[config.mk]
export PLATFORM = sky130hd
export DESIGN_NAME = debounce_bank
export DESIGN_NICKNAME = d
export VERILOG_FILES = /design/src/rtl/debounce_bank_pkg.sv /design/src/rtl/debounce_chan.sv /design/src/rtl/debounce_bank.sv
export SDC_FILE = /design/constraint.sdc
export NUM_CORES = 1
export LEC_CHECK = 0
export ABC_AREA = 0
export BUFFER_PORTS_ARGS = -buffer_cell sky130_fd_sc_hd__buf_4
export CAP_MARGIN = 20
export CORE_MARGIN = 1
export CORE_UTILIZATION = 53
export DETAILED_ROUTE_END_ITERATION = 12
export HOLD_SLACK_MARGIN = 0.03
export PLACE_DENSITY_LB_ADDON = 0.3
export SETUP_SLACK_MARGIN = 0.1
export SYNTH_ARGS = -nofsm -noshare
export SYNTH_HDL_FRONTEND = slang
export SYNTH_SLANG_ARGS = --single-unit
[constraint.sdc]
create_clock -name clk -period 6.6 [get_ports clk]
set_input_delay 0.99 -clock clk [delete_from_list [all_inputs] [get_ports clk]]
set_output_delay 0.99 -clock clk [all_outputs]
set_load 0.02 [all_outputs]
[src/rtl/debounce_bank_pkg.sv]
// debounce_bank_pkg: board timing defaults and width helpers for the button conditioner.
package debounce_bank_pkg;

    // 100 MHz board: 10 ms stable, 250 ms hold, 50 ms repeat
    localparam int DEF_STABLE_CYCLES = 1_000_000;
    localparam int DEF_HOLD_CYCLES   = 25_000_000;
    localparam int DEF_REPEAT_CYCLES = 5_000_000;

    function automatic int clog2(input int v);
        int r;
        r = 0;
        while ((64'(1) << r) < 64'(v)) r++;
        return r;
    endfunction

    function automatic int imax(input int a, input int b);
        return (a > b) ? a : b;
    endfunction

endpackage

[src/rtl/debounce_chan.sv]
// debounce_chan: one button channel -- synchroniser, stability filter, hold/repeat timer
// and registered level/pulse outputs.
module debounce_chan
    import debounce_bank_pkg::*;
#(
    parameter int STABLE_CYCLES = 262144,
    parameter int HOLD_CYCLES   = DEF_HOLD_CYCLES,
    parameter int REPEAT_CYCLES = DEF_REPEAT_CYCLES,
    parameter bit ACTIVE_LOW    = 1'b0
) (
    input  logic clk,
    input  logic rst,
    input  logic btn_raw,
    output logic level,
    output logic press,
    output logic release_p,
    output logic long_press,
    output logic repeat_p,
    output logic held,
    output logic press_nxt
);

    localparam int CW = clog2(STABLE_CYCLES) + 1;
    localparam int TW = clog2(imax(HOLD_CYCLES, REPEAT_CYCLES) + 1);
    localparam logic [CW-1:0] CNT_LAST  = CW'(STABLE_CYCLES - 1);
    localparam logic [TW-1:0] HOLD_LAST = TW'(HOLD_CYCLES - 1);
    localparam logic [TW-1:0] REP_LAST  = TW'((REPEAT_CYCLES > 0) ? REPEAT_CYCLES - 1 : 0);
    localparam bit REP_EN = REPEAT_CYCLES > 0;

    logic          s1_q, s1_d, s2_q, s2_d;
    logic [CW-1:0] cnt_q, cnt_d;
    logic [TW-1:0] tmr_q, tmr_d;
    logic          level_q, level_d, held_q, held_d;
    logic          press_q, press_d, release_q, release_d;
    logic          long_q, long_d, repeat_q, repeat_d;
    logic          flip, hold_hit, rep_hit;

    always_comb begin
        s1_d      = btn_raw ^ ACTIVE_LOW;
        s2_d      = s1_q;
        flip      = (s2_q != level_q) && (cnt_q == CNT_LAST);
        cnt_d     = (s2_q == level_q || flip) ? '0 : cnt_q + 1'b1;
        level_d   = flip ? s2_q : level_q;
        press_d   = flip && s2_q;
        release_d = flip && !s2_q;
        // an accepted release cancels any long/repeat pulse due on the same edge
        hold_hit  = level_q && !release_d && !held_q && (tmr_q == HOLD_LAST);
        rep_hit   = level_q && !release_d && held_q && REP_EN && (tmr_q == REP_LAST);
        tmr_d     = (!level_q || release_d || hold_hit || rep_hit) ? '0 :
                    (held_q && !REP_EN) ? tmr_q : tmr_q + 1'b1;
        held_d    = release_d ? 1'b0 : hold_hit ? 1'b1 : held_q;
        long_d    = hold_hit;
        repeat_d  = press_d || hold_hit || rep_hit;
    end

    always_ff @(posedge clk or posedge rst) begin
        if (rst) begin
            s1_q      <= 1'b0;
            s2_q      <= 1'b0;
            cnt_q     <= '0;
            tmr_q     <= '0;
            level_q   <= 1'b0;
            held_q    <= 1'b0;
            press_q   <= 1'b0;
            release_q <= 1'b0;
            long_q    <= 1'b0;
            repeat_q  <= 1'b0;
        end else begin
            s1_q      <= s1_d;
            s2_q      <= s2_d;
            cnt_q     <= cnt_d;
            tmr_q     <= tmr_d;
            level_q   <= level_d;
            held_q    <= held_d;
            press_q   <= press_d;
            release_q <= release_d;
            long_q    <= long_d;
            repeat_q  <= repeat_d;
        end
    end

    assign level      = level_q;
    assign press      = press_q;
    assign release_p  = release_q;
    assign long_press = long_q;
    assign repeat_p   = repeat_q;
    assign held       = held_q;
    assign press_nxt  = press_d;

endmodule

[src/rtl/debounce_bank.sv]
// debounce_bank: N independent debounced button channels with press/release/long/repeat
// pulses and a registered any-press flag.
module debounce_bank
    import debounce_bank_pkg::*;
#(
    parameter int N_CH          = 4,
    parameter int STABLE_CYCLES = 262144,
    parameter int HOLD_CYCLES   = DEF_HOLD_CYCLES,
    parameter int REPEAT_CYCLES = DEF_REPEAT_CYCLES,
    parameter bit ACTIVE_LOW    = 1'b0
) (
    input  logic            clk,
    input  logic            rst,
    input  logic [N_CH-1:0] btn_raw,
    output logic [N_CH-1:0] level,
    output logic [N_CH-1:0] press,
    output logic [N_CH-1:0] release_p,
    output logic [N_CH-1:0] long_press,
    output logic [N_CH-1:0] repeat_p,
    output logic [N_CH-1:0] held,
    output logic            any_press
);

    logic [N_CH-1:0] press_nxt;
    logic            any_press_q, any_press_d;

    for (genvar g = 0; g < N_CH; g++) begin : g_ch
        debounce_chan #(
            .STABLE_CYCLES(STABLE_CYCLES),
            .HOLD_CYCLES  (HOLD_CYCLES),
            .REPEAT_CYCLES(REPEAT_CYCLES),
            .ACTIVE_LOW   (ACTIVE_LOW)
        ) u_chan (
            .clk       (clk),
            .rst       (rst),
            .btn_raw   (btn_raw[g]),
            .level     (level[g]),
            .press     (press[g]),
            .release_p (release_p[g]),
            .long_press(long_press[g]),
            .repeat_p  (repeat_p[g]),
            .held      (held[g]),
            .press_nxt (press_nxt[g])
        );
    end

    // built from next-cycle press so it lands on the same edge as press
    always_comb any_press_d = |press_nxt;

    always_ff @(posedge clk or posedge rst) begin
        if (rst) any_press_q <= 1'b0;
        else     any_press_q <= any_press_d;
    end

    assign any_press = any_press_q;

endmodule

* After elaboration in Yosys (flattened, before gate mapping)
Cells that the tools add are included.
W data, S select, Z words.
** Storage, ports and cells
- Flip-flop bits (word level) :: 209
- Input bits :: 6
** Operators by class
- Eq/ne operators :: 20
- Reduce and logical (&&, ||, !) cells :: 77
- Muxes and demuxes :: 16
- Add/subtract/negate cells :: 8
** Operators with widths (number)
- $add A25 B1 Y25 const B :: 4
- $eq A25 B23 Y1 const B :: 4
- $eq A25 B25 Y1 const B :: 4
- $mux W25 :: 4
- $add A19 B1 Y19 const B :: 4
- $eq A19 B18 Y1 const B :: 4
- $mux W19 :: 4
- $logic_and A1 B1 Y1 :: 32
- $logic_or A1 B1 Y1 :: 24
- $logic_not A1 Y1 :: 16
- $mux W1 :: 8
- $reduce_bool A2 Y1 :: 4
- $eq A1 B1 Y1 :: 4
- $ne A1 B1 Y1 :: 4
- $reduce_or A4 Y1 :: 1

* Logic depth before layout (Yosys ltp)
- Depth after elaboration :: 10
- Gate-level depth with buffers :: 8
- Mapped depth without buffers :: 6

* Hierarchy
Synthesis repeated with hierarchy kept, for this count alone.
** Second synthesis, totals
- Cells, all modules :: 1027
- Area total of the unflattened synthesis :: 10666.5 um^2
** By module, submodules not included
- debounce_chan :: instances 4, cells each 256, area each 2657.5 um^2, seq. area each 1301.2 um^2
- debounce_bank :: instances 1, cells each 3, area each 36.3 um^2, seq. area each 25.0 um^2

* Least setup slack after synthesis
OpenSTA, ideal clock, no wires.
- Path kind :: flip-flop to flip-flop
- Start :: register g_ch[2].u_chan.cnt_q[0]
- End :: register g_ch[2].u_chan.repeat_q
- Path slack :: 4.314 ns
- Cell stages (with the launch flop) :: 8
- Buffers on the path :: 1
- Period minus slack after synthesis :: 2.286 ns
- Arrival time :: 2.158 ns
- Required time :: 6.472 ns
- Cells stage by stage :: dfrtp_1 ha_1 nand3_1 or3_4 or4_1 buf_2 mux2_4 a21boi_1
** On the way
- Cells in the longest elaborated chain, start to end :: 9
- Elaborated cells between the ends (all ways) :: 12
- Classes of those cells :: 1 x eq/ne; 11 x reduce/logical
** RTL lines
- from (decl) :: RTL line debounce_chan.sv:31 : logic [CW-1:0] cnt_q, cnt_d;
- from (signal assigned) :: RTL line debounce_chan.sv:71 : cnt_q <= cnt_d;
- $eq A19 B18 Y1 * :: RTL line debounce_chan.sv:41 : flip = (s2_q != level_q) && (cnt_q == CNT_LAST);
- $logic_and A1 B1 Y1 * :: RTL line debounce_chan.sv:41
- $logic_and A1 B1 Y1 :: RTL line debounce_chan.sv:45 : release_d = flip && !s2_q;
- $logic_not A1 Y1 :: RTL line debounce_chan.sv:47, debounce_chan.sv:48
- $logic_and A1 B1 Y1 :: RTL line debounce_chan.sv:47, debounce_chan.sv:48
- $logic_and A1 B1 Y1 (2 in a row) :: RTL line debounce_chan.sv:47 : hold_hit = level_q && !release_d && !held_q && (tmr_q == HOLD_LAST);
- $logic_or A1 B1 Y1 :: RTL line debounce_chan.sv:53 : repeat_d = press_d || hold_hit || rep_hit;
- $logic_or A1 B1 Y1 * :: RTL line debounce_chan.sv:53
- named net g_ch[2].u_chan.repeat_d :: RTL line debounce_chan.sv:35 : logic long_q, long_d, repeat_q, repeat_d;
- to (signal assigned) :: RTL line debounce_chan.sv:78 : repeat_q <= repeat_d;
- to (decl) :: RTL line debounce_chan.sv:35
Mark *: on every way through the listed nets, which the timed path passes. The rest lies on a longest branch.
A chain may end at the register's enable or synchronous reset.

* Worst setup path after layout
- Start :: register g_ch[1].u_chan.cnt_q[0]
- End :: register g_ch[1].u_chan.long_q
** On the way
- Cells in the longest elaborated chain, start to end :: 7
** RTL lines
- from (decl) :: RTL line debounce_chan.sv:31
- from (signal assigned) :: RTL line debounce_chan.sv:71
- $eq A19 B18 Y1 :: RTL line debounce_chan.sv:41
- $logic_and A1 B1 Y1 :: RTL line debounce_chan.sv:41
- $logic_and A1 B1 Y1 :: RTL line debounce_chan.sv:45
- named net g_ch[1].u_chan.release_d :: RTL line debounce_chan.sv:34 : logic press_q, press_d, release_q, release_d;
- $logic_not A1 Y1 :: RTL line debounce_chan.sv:47
- $logic_and A1 B1 Y1 (3 in a row) :: RTL line debounce_chan.sv:47
- named net g_ch[1].u_chan.hold_hit :: RTL line debounce_chan.sv:36 : logic flip, hold_hit, rep_hit;
- to (signal assigned) :: RTL line debounce_chan.sv:77 : long_q <= long_d;
- to (decl) :: RTL line debounce_chan.sv:35
The timed path passes the listed nets, and every way through them passes these cells.

==> results.ini <==
[worst_setup_path]
r2r-end = g_ch[1].u_chan.long_press$_DFF_PP0_
r2r_start = g_ch[1].u_chan.cnt_q[0]$_DFF_PP0_
critPathMaxFanout = 7
rrSetupSlack_ps = 4060
reg2reg_depth = 6
crit_path_max_incr_delay_ps = 620
criticalPathCategory = reg2reg
cp-end-kind = flip-flop
arrival_ps = 2900
worstPathRequired_ps = 6960
worstPathCellList = ha_1 -> nand3_1 -> nor3_1 -> nand4b_1 -> nor3b_1 -> nor2_1
cp-start-kind = flip-flop
cp_slowest_cell = nor3_1

[clock_tree]
cts_resized = 0
cts.hold.buffers_added = 0
post_cts_buffers = 0
clock-sinks = 209
clockRootBuffer = clkbuf_16
htreeDepth = 1
cts_buffer_depth = 3
clk_pin_slew_ps = 60
cts_tree = built
clock_latency_ps = 500
cts_buffers = 23

[global_routing]
grtUsageTotal_pct = 19.3
grt_max_degree = 169
grt_pass1_wl_um = 31000
grt-ovfl-total = 0
grt_pass1_vias = 6546
antenna_found_initial = 0

[die]
core-area_um2 = 18100
die_w_um = 138
die-area_um2 = 19100
die_y_um = 138
rows = 49
ios = 31
initial_core_util_pct = 54.4

[pwr]
p_per_area_nw_per_um2 = 245
peakVddDrop_mv = 0.139
power.leakage_nw = 4.69

[sta]
final-hold-violation-count = 0
slew_violations = 0
fmax_ghz = 0.393
setup_tns_ps = 0
min_period_ps = 2540
setup_viol = 0
rsz0062_at_grt = no
period_share_pct = 38.5
relSlewSlack_pct = 37.2
whs_ps = 346
tightest_slew_ps = 934
worst_slack_ps = 4060
finClkSkew_ps = 7.25

[cells_and_area]
fin_nets = 1019
fillers = 1484
antenna_cells = 0
area_growth_pct = 11.4
drive_above_1_share_pct = 9.81
finalCoreUtilization_pct = 60.6

[route]
wl_um = 17600
routedWlPerCell_um = 14.1
drt_iter0_drc = 305
first_pass_iters = 8
viasPerCell = 5.40
drc = 4
vias = 6738
final_antenna_net_count = 0

[outcome]
violations = DRC
status = complete, but fails checks

[logic_synthesis]
postSynthCellCount = 983
yosysUniqueCellTypes = 52
synth_sequential_area_ratio_pct = 53.2
netlist_area_um2 = 9830
synth_nets = 997
ys_warn_count = 0
synth-seq-cells = 209
avgSynthCellArea_um2 = 10.0
synth-edff-count = 0
async_reset_ff_share_pct = 100
synth-main-ff-cell = dfrtp_1

[placed_design]
pre_cts_ws_ps = 4020
hpwl_um = 11400
io_buffers = 30
gp_congestion = 0.803

[hold_path]
hp-class = reg2reg
hold_end = g_ch[0].u_chan.s2_q$_DFF_PP0_
hold_start = g_ch[0].u_chan.s1_q$_DFF_PP0_
worstHoldPathCells = 0

[job]
maxCapViolCount = 0

[where the power goes]
| group | internal, mW | switching, mW |
|---|---|---|
| logic | 0.0104 | 0.0363 |
| clock network | 0.841 | 0.494 |
| registers | 1.29 | 0.00853 |
| total | 2.14 | 0.539 |
[final cells by class]
cell class	count	area [um2]	area share (%)
multi-input combinational	706	4240	38.7
inverter	27	105	0.960
tap	229	287	2.62
sequential	209	5230	47.7
clock inverter	6	108	0.982
timing repair buffer	38	288	2.63
clock buffer	33	693	6.33
[cells in the mapped netlist, drive strengths merged (4+ instances only)]
| library cell | instances | share of area (%) |
|---|---|---|
| nor2 | 213 | 8.1 |
| nor3 | 19 | 0.97 |
| a21oi | 5 | 0.25 |
| mux2 | 4 | 0.50 |
| buf | 34 | 2.3 |
| xnor2 | 60 | 5.3 |
| clkbuf | 7 | 0.27 |
| or4 | 5 | 0.38 |
| nand2 | 69 | 2.7 |
| inv | 27 | 1.0 |
| xor2 | 99 | 8.8 |
| and2 | 6 | 0.38 |
| dfrtp | 209 | 53 |
| nand3 | 59 | 3.0 |
| a21boi | 4 | 0.31 |
| and4 | 14 | 1.2 |
| nand4 | 50 | 3.2 |
| nor4 | 16 | 1.1 |
| nand2b | 4 | 0.25 |
| or3 | 4 | 0.31 |
| or2 | 6 | 0.38 |
| and3 | 26 | 1.7 |
| ha | 8 | 1.0 |
[worst max-delay path by stage]
| stage | start | end | slack, ps | cells after the start |
|---|---|---|---|---|
| floorplan | rst | any_press$_DFF_PP0_ | 2900 | 1 |
| global placement | rst | g_ch[3].u_chan.tmr_q[21]$_DFF_PP0_ | 4020 | 3 |
| detailed placement | rst | g_ch[2].u_chan.tmr_q[21]$_DFF_PP0_ | 4020 | 3 |
| CTS | g_ch[1].u_chan.cnt_q[0]$_DFF_PP0_ | g_ch[1].u_chan.long_press$_DFF_PP0_ | 4020 | 6 |
| global route | g_ch[1].u_chan.cnt_q[0]$_DFF_PP0_ | g_ch[1].u_chan.long_press$_DFF_PP0_ | 3700 | 6 |
| finish | g_ch[1].u_chan.cnt_q[0]$_DFF_PP0_ | g_ch[1].u_chan.long_press$_DFF_PP0_ | 4060 | 6 |
[routing by layer]
metal	share of wire, %	track usage (%)	vias to the layer above
li1	-	-	3331
met1	47	26.8	3283
met2	47	31.3	92
met3	3.3	3.36	32
met4	2.3	5.85	0
met5	0	0	-
[state kept, by name (all words and copies together) (netlist names)]
signal	cells
g_ch.u_chan.repeat_p	4
g_ch.u_chan.s1_q	4
g_ch.u_chan.press	4
g_ch.u_chan.long_press	4
g_ch.u_chan.held	4
g_ch.u_chan.tmr_q	100
g_ch.u_chan.level	4
any_press	1
g_ch.u_chan.release_p	4
g_ch.u_chan.cnt_q	76
g_ch.u_chan.s2_q	4
[through the flow]
step	cells	power (mW)	area, um2
after floorplan	983	1.35	9830
after global placement	1205	1.37	10100
after detailed placement	1206	1.37	10100
after CTS	1245	2.72	10900
after global routing	1248	2.77	11000
final	1248	2.68	11000
[cell usage in the layout (no fill, tap or decap), drive strengths merged, types with 3 or more instances in the layout]
cell type and count:
a21boi 4, a21oi 5, and2 6, and3 26, and4 14, buf 35
bufinv 3, clkbuf 36, dfrtp 209, ha 8, inv 26, mux2 4
nand2 69, nand2b 4, nand3 59, nand4 50, nor2 213, nor3 19
nor3b 3, nor4 16, nor4b 3, o2111ai 3, o21ai 3, or2 6
or3 4, or4 5, or4b 3, xnor2 60, xor2 99
[worst max-delay path: cells and delay by family (launching register included)]
kind,cells,cell delay (ps)
simple gates,5,1790
flops,1,400
fa+ha+maj,1,210
[cell families after synthesis]
group	share of synthesized area, %
AND/OR/NAND/NOR	25.7
XOR/XNOR	14.2
buffers and inverters	3.64
AO/OA/AOI/OAI	1.78
adder cells (fa/ha/maj)	1.02
flip-flops	53.2
multiplexers	0.496
Note: power is estimated with default switching activity, not from simulation.
